File: config.mk
export PLATFORM = sky130hd
export DESIGN_NAME = io_strobe_decoder
export DESIGN_NICKNAME = d
export VERILOG_FILES = /design/src/rtl/io_dec_pkg.sv /design/src/rtl/io_strobe_timer.sv /design/src/rtl/io_strobe_decoder.sv
export SDC_FILE = /design/constraint.sdc
export NUM_CORES = 1
export LEC_CHECK = 0
export CAP_MARGIN = 5
export CORE_MARGIN = 2
export CORE_UTILIZATION = 30
export DETAILED_ROUTE_END_ITERATION = 8
export GPL_TIMING_DRIVEN = 0
export PLACE_DENSITY = 0.61
export SLEW_MARGIN = 10
export SYNTH_ARGS = -nofsm -noshare
export SYNTH_HDL_FRONTEND = slang
export SYNTH_SLANG_ARGS = --single-unit
File: constraint.sdc
create_clock -name clk -period 4.4 [get_ports clk]
set_input_delay 0.44 -clock clk [delete_from_list [all_inputs] [get_ports clk]]
set_output_delay 0.44 -clock clk [all_outputs]
set_load 0.02 [all_outputs]
File: src/rtl/io_dec_pkg.sv
// Shared constants for the I/O strobe decoder: FSM state encodings and
// the widths of the strobe and timeout down-counters.
package io_dec_pkg;

  localparam logic [1:0] ST_IDLE   = 2'd0;
  localparam logic [1:0] ST_STROBE = 2'd1;
  localparam logic [1:0] ST_WAIT   = 2'd2;
  localparam logic [1:0] ST_ACK    = 2'd3;

  // Wide enough for STROBE_CYC-1 (max 14) and TIMEOUT-1 (max 254).
  localparam int STB_CNT_W = 4;
  localparam int TMO_CNT_W = 8;

endpackage

File: src/rtl/io_strobe_timer.sv
// Loadable down-counter with a zero flag. Load wins over decrement; the
// count saturates at zero so a stray decrement cannot wrap.
module io_strobe_timer #(
  parameter int W = 4
) (
  input  logic         clk,
  input  logic         rst_n,
  input  logic         load_i,
  input  logic [W-1:0] load_val_i,
  input  logic         dec_i,
  output logic         zero_o
);

  logic [W-1:0] cnt_q;
  logic [W-1:0] cnt_d;

  // Next count: load, decrement toward zero, or hold.
  always_comb begin
    cnt_d = cnt_q;
    if (load_i) begin
      cnt_d = load_val_i;
    end else if (dec_i && (cnt_q != '0)) begin
      cnt_d = cnt_q - 1'b1;
    end
  end

  // Count register, cleared by the asynchronous reset.
  always_ff @(posedge clk or negedge rst_n) begin
    if (!rst_n) begin
      cnt_q <= '0;
    end else begin
      cnt_q <= cnt_d;
    end
  end

  assign zero_o = (cnt_q == '0);

endmodule

File: src/rtl/io_strobe_decoder.sv
// I/O strobe decoder: decodes the top address bits into a one-hot device
// select and sequences IDLE -> STROBE -> (WAIT) -> ACK -> IDLE.
// Optional feature macro: IO_TIMEOUT_EN bounds WAIT to TIMEOUT cycles and
// reports the expiry on io_err alongside io_ack.
//
// Handshake: io_req is a request level sampled only in IDLE; once taken,
// the transaction always ends with exactly one io_ack pulse, and io_busy is
// high from the first STROBE cycle through the ACK cycle. A request still
// high during ACK is taken in the IDLE cycle that follows.
module io_strobe_decoder
  import io_dec_pkg::*;
#(
  parameter int ADDR_W     = 12,
  parameter int NDEV       = 4,
  parameter int STROBE_CYC = 2,
  parameter int TIMEOUT    = 15
) (
  input  logic              clk,
  input  logic              rst_n,
  input  logic              io_req,
  input  logic              io_we,
  input  logic [ADDR_W-1:0] io_addr,
  input  logic [NDEV-1:0]   dev_wait,
  output logic [NDEV-1:0]   dev_wr,
  output logic [NDEV-1:0]   dev_rd,
  output logic              io_busy,
  output logic              io_ack,
  output logic              io_err,
  output logic [1:0]        dbg_state_o
);

  localparam int SEL_W = $clog2(NDEV);
  localparam logic [STB_CNT_W-1:0] STB_LOAD = STB_CNT_W'(STROBE_CYC - 1);

  logic [1:0]       state_q, state_d;
  logic [SEL_W-1:0] sel_q, sel_d;
  logic             we_q, we_d;
  logic [NDEV-1:0]  dev_wr_q, dev_wr_d;
  logic [NDEV-1:0]  dev_rd_q, dev_rd_d;
  logic             busy_q, busy_d;
  logic             ack_q, ack_d;
  logic             err_q, err_d;
  logic [NDEV-1:0]  sel_oh;
  logic             wait_sel;
  logic             stb_load, stb_dec, stb_zero;
  logic             unused_addr;

  // Only the top SEL_W address bits select a device.
  assign unused_addr = ^io_addr[ADDR_W-SEL_W-1:0];

  // Only the selected device's wait request steers the sequence.
  assign wait_sel = dev_wait[sel_q];

  io_strobe_timer #(.W(STB_CNT_W)) u_stb_timer (
    .clk        (clk),
    .rst_n      (rst_n),
    .load_i     (stb_load),
    .load_val_i (STB_LOAD),
    .dec_i      (stb_dec),
    .zero_o     (stb_zero)
  );

`ifdef IO_TIMEOUT_EN
  localparam logic [TMO_CNT_W-1:0] TMO_LOAD = TMO_CNT_W'(TIMEOUT - 1);
  logic tmo_load, tmo_dec, tmo_zero;

  io_strobe_timer #(.W(TMO_CNT_W)) u_tmo_timer (
    .clk        (clk),
    .rst_n      (rst_n),
    .load_i     (tmo_load),
    .load_val_i (TMO_LOAD),
    .dec_i      (tmo_dec),
    .zero_o     (tmo_zero)
  );
`endif

  // Next state, latched request fields and timer controls.
  always_comb begin
    state_d  = state_q;
    sel_d    = sel_q;
    we_d     = we_q;
    err_d    = 1'b0;
    stb_load = 1'b0;
    stb_dec  = 1'b0;
`ifdef IO_TIMEOUT_EN
    tmo_load = 1'b0;
    tmo_dec  = 1'b0;
`endif
    case (state_q)
      ST_IDLE: begin
        if (io_req) begin
          sel_d    = io_addr[ADDR_W-1 -: SEL_W];
          we_d     = io_we;
          stb_load = 1'b1;
          state_d  = ST_STROBE;
        end
      end
      ST_STROBE: begin
        if (stb_zero) begin
          if (!wait_sel) begin
            state_d = ST_ACK;
          end else begin
            state_d = ST_WAIT;
`ifdef IO_TIMEOUT_EN
            tmo_load = 1'b1;
`endif
          end
        end else begin
          stb_dec = 1'b1;
        end
      end
      ST_WAIT: begin
        if (!wait_sel) begin
          state_d = ST_ACK;
`ifdef IO_TIMEOUT_EN
        end else if (tmo_zero) begin
          // This is the TIMEOUT-th WAIT cycle and the device still stalls.
          state_d = ST_ACK;
          err_d   = 1'b1;
        end else begin
          tmo_dec = 1'b1;
`endif
        end
      end
      default: begin
        state_d = ST_IDLE;
      end
    endcase
  end

  // Registered outputs are derived from the state being entered.
  always_comb begin
    sel_oh        = '0;
    sel_oh[sel_d] = 1'b1;
    dev_wr_d = ((state_d == ST_STROBE) && we_d) ? sel_oh : '0;
    dev_rd_d = (((state_d == ST_STROBE) || (state_d == ST_WAIT)) && !we_d) ? sel_oh : '0;
    busy_d   = (state_d != ST_IDLE);
    ack_d    = (state_d == ST_ACK);
  end

  // State and output registers, all cleared by the asynchronous reset.
  always_ff @(posedge clk or negedge rst_n) begin
    if (!rst_n) begin
      state_q  <= ST_IDLE;
      sel_q    <= '0;
      we_q     <= 1'b0;
      dev_wr_q <= '0;
      dev_rd_q <= '0;
      busy_q   <= 1'b0;
      ack_q    <= 1'b0;
      err_q    <= 1'b0;
    end else begin
      state_q  <= state_d;
      sel_q    <= sel_d;
      we_q     <= we_d;
      dev_wr_q <= dev_wr_d;
      dev_rd_q <= dev_rd_d;
      busy_q   <= busy_d;
      ack_q    <= ack_d;
      err_q    <= err_d;
    end
  end

  assign dev_wr      = dev_wr_q;
  assign dev_rd      = dev_rd_q;
  assign io_busy     = busy_q;
  assign io_ack      = ack_q;
  assign io_err      = err_q;
  assign dbg_state_o = state_q;

endmodule

==> out/results.txt <==
status -> finished, final reports clean
Gate Count Post-Synth -> 71
Worst Setup Start Kind -> flip-flop
Worst-Margin Slew -> 0.849 ns
critical path peak fanout -> 4
VDD IR max -> 369 µV
Hold Path End -> u_stb_timer.cnt_q[0]
reg2reg path depth -> 8
final setup vio count -> 0
synth warn -> 0
Worst Hold Depth -> 1
die width -> 58.2 µm
Die Area -> 3390 µm²
Crit path largest cell delay -> 0.42 ns
RePlAce Congestion -> 0.730
TritonCTS Buffers -> 3
highest clock rate -> 0.454 GHz
aggregate global-route resource usage -> 11.3%
# H-tree levels -> 1
synth-to-layout area growth -> 31.4%
Synth cell types -> 28
worst setup path category -> flip-flop to flip-flop
Reg clk slew, reported paths -> 0.11 ns
Max Slew Vio Count -> 0
Comb power frac -> 53.2%
adder-cell share of the synthesized area -> 5.68%
largest cells by area after synthesis -> dfrtp_1 54%, ha_1 5.7%, mux2i_1 5.7%
pwr dens -> 683 nW/µm²
final period utilization -> 50.0%
async set or reset register ratio after synthesis -> 100%
top_reg_cell synth -> dfrtp_1
Power Total -> 0.000790 W
Synth top cells by count -> 19 x dfrtp_1, 8 x inv_1, 5 x mux2i_1, 5 x nor3_1
Post-layout nets -> 121
share of layout cells above drive strength 1 -> 12.5%
total grt overflow -> 0
CTS Sinks -> 19
post_cts resized -> 0
First DRT Iteration DRCs -> 3
Pint -> 0.000472 W
Crit path max-delay family -> simple AND/OR/NAND/NOR gates
first-pass GRT wire length -> 2760 µm
maxcap violations -> 0
top-count cell post-synth -> dfrtp_1
slowest stage cell, crit path -> dfrtp_1
Post-Syn Nets -> 95
cell taking the most area after synthesis -> dfrtp_1
RSZ-0062 raised after global routing -> false
Seq pwr share -> 35.7%
Worst R2R Setup Slack -> 2.20 ns
Root Driver -> clkbuf_4
IO Port Bufs -> 21
post-synthesis xor/xnor area fraction -> 0%
final hold vios -> 0
drt pass-1 iters -> 4
Ant. Diodes -> 0
Worst setup EP type -> flip-flop
reg2reg end -> dev_rd[2]
Psw -> 0.000318 W
Final Critical Period -> 2.20 ns
detailed-route via count -> 612
vias per cell -> 4.82
setup_tns -> 0 ns
worst skew pair latency -> 0.29 ns
initial antenna violation count -> 0
Die H -> 58.2 µm
CTS tree -> built
postcts setup bufs -> 0
Clock power frac -> 11.1%
Leakage Power -> 0.512 nW
worst hold slack -> 0.520 ns
Slew HR -> 43.2%
Min-Delay Path Class -> flip-flop to flip-flop
Syn Area/Cell -> 12.4 µm²
critical path cell sequence -> inv_1, ha_1, nor3b_1, nand2_1, mux2_2, ha_1, o211ai_1, nor3_1
flops & latches, synth -> 19
CTS max path bufs -> 2
Cell Area, Synth -> 881 µm²
Net Sw Frac -> 40.3%
mux cell area share after synthesis -> 9.52%
top-area cell type share of the netlist area -> 54.0%
Fillers -> 272
Simple-Gate Fraction of Synth Area -> 15.8%
Buf+Inv Stages, Crit Path -> 1
# DRC -> 0
Final ANT Viol Nets -> 0
Compound-Gate Fraction of Synth Area -> 7.81%
wire per inst -> 13.2 µm
Initial Utilization -> 31.7%
core area -> 2780 µm²
final wirelength -> 1670 µm
largest net degree at the start of global routing -> 20
Post-synth EDFFs -> 0
Clock Skew -> 0.00303 ns
HP Start -> u_stb_timer.cnt_q[0]
row count -> 19
sequential area share after synthesis -> 54.0%
Detailed Place HPWL -> 1230 µm
Post-CTS Hold Buffers -> 0
WP data arrival -> 2.41 ns
Critical Path RT -> 4.61 ns
# IOs -> 33
main combinational cell family by area after synthesis -> simple AND/OR/NAND/NOR gates
Reg-to-Reg Start -> u_stb_timer.cnt_q[0]
vias in the first global route -> 634
cell mode on critical path -> ha_1
power by group through the flow:
stage	logic, W	clock network (W)	registers (W)
3_5_place_dp	0.000422	0	0.000285
6_report	0.000420	0.0000878	0.000282
2_1_floorplan	0.000228	0	0.000332
5_1_grt	0.000463	0.000102	0.000292
4_1_cts	0.000427	0.0000921	0.000284
3_3_place_gp	0.000415	0	0.000284
metrics by stage:
| stage | area (µm²) | util, % | setup slack [ns] | cells |
|---|---|---|---|---|
| after detailed placement | 1130 | 40.6 | 1.88 | 123 |
| after floorplan | 881 | - | 2.51 | 71 |
| after global routing | 1160 | 41.6 | 1.98 | 127 |
| final | 1160 | 41.6 | 2.20 | 127 |
| after CTS | 1160 | 41.6 | 2.16 | 127 |
| after global placement | 1130 | 40.6 | 1.94 | 123 |
worst max path at each step:
stage | from | to | cells after the start
final | u_stb_timer.cnt_q[0] | dev_rd[2] | 8
after global routing | u_stb_timer.cnt_q[0] | dev_rd[2] | 8
after CTS | u_stb_timer.cnt_q[0] | dev_rd[2] | 8
after detailed placement | dev_wait[0] | dev_rd[1] | 7
after global placement | dev_wait[3] | dev_rd[1] | 7
after floorplan | u_stb_timer.cnt_q[0] | dev_rd[2] | 8
cells by family (layout without fill, tap and decap cells):
group,Yosys count,after routing
muxes,7,7
DFF,19,19
and+or+nand+nor,20,20
AOI/OAI and AO/OA,9,9
other,1,1
buffers and inverters,11,36
adders and majority gates,4,4
state kept, by name (all words and copies together), names as in the netlist:
register           cells
dev_wr                 4
dbg_state_o            2
sel_q                  2
io_busy                1
we_q                   1
io_ack                 1
u_stb_timer.cnt_q      4
dev_rd                 4
routing by layer:
layer  global-route usage, %  wire, µm  up-vias
li1                        -         -      298
met1                    13.4       760      294
met2                    19.0       808       18
met3                    2.46        90        2
met4                    5.98        14        0
met5                       0         0        -
final cells by class:
class                   count  area (µm²)  area share [%]
multi-input cells          41         345            29.8
plain buffers               3        30.0            2.59
clock inverters             1        5.00           0.432
repair buffers             21         210            18.2
flip-flops and latches     19         475            41.1
clock buffers               3        22.5            1.95
inverters                   8        30.0            2.59
well taps                  31        38.8            3.35
placed cells by master, fill, tap and decap left out:
master	n
nand2b_1	1
clkdlybuf4s50_1	21
nor3_1	5
mux4_2	1
nor2b_1	2
nand3_1	1
nor3b_4	1
nand2_1	1
dfrtp_1	19
ha_1	4
nor3b_1	1
nand4bb_1	1
nand4b_1	1
nor2_1	1
nor4_1	4
conb_1	1
a21oi_1	2
or4bb_1	1
mux2_2	1
mux2i_1	5
clkbuf_4	3
o21a_1	1
buf_4	1
clkinv_2	1
buf_6	2
o311a_1	1
inv_1	8
o311ai_0	1
a21bo_2	2
o211ai_1	1
o21ai_0	1
Power figures use the tool's default switching activity.
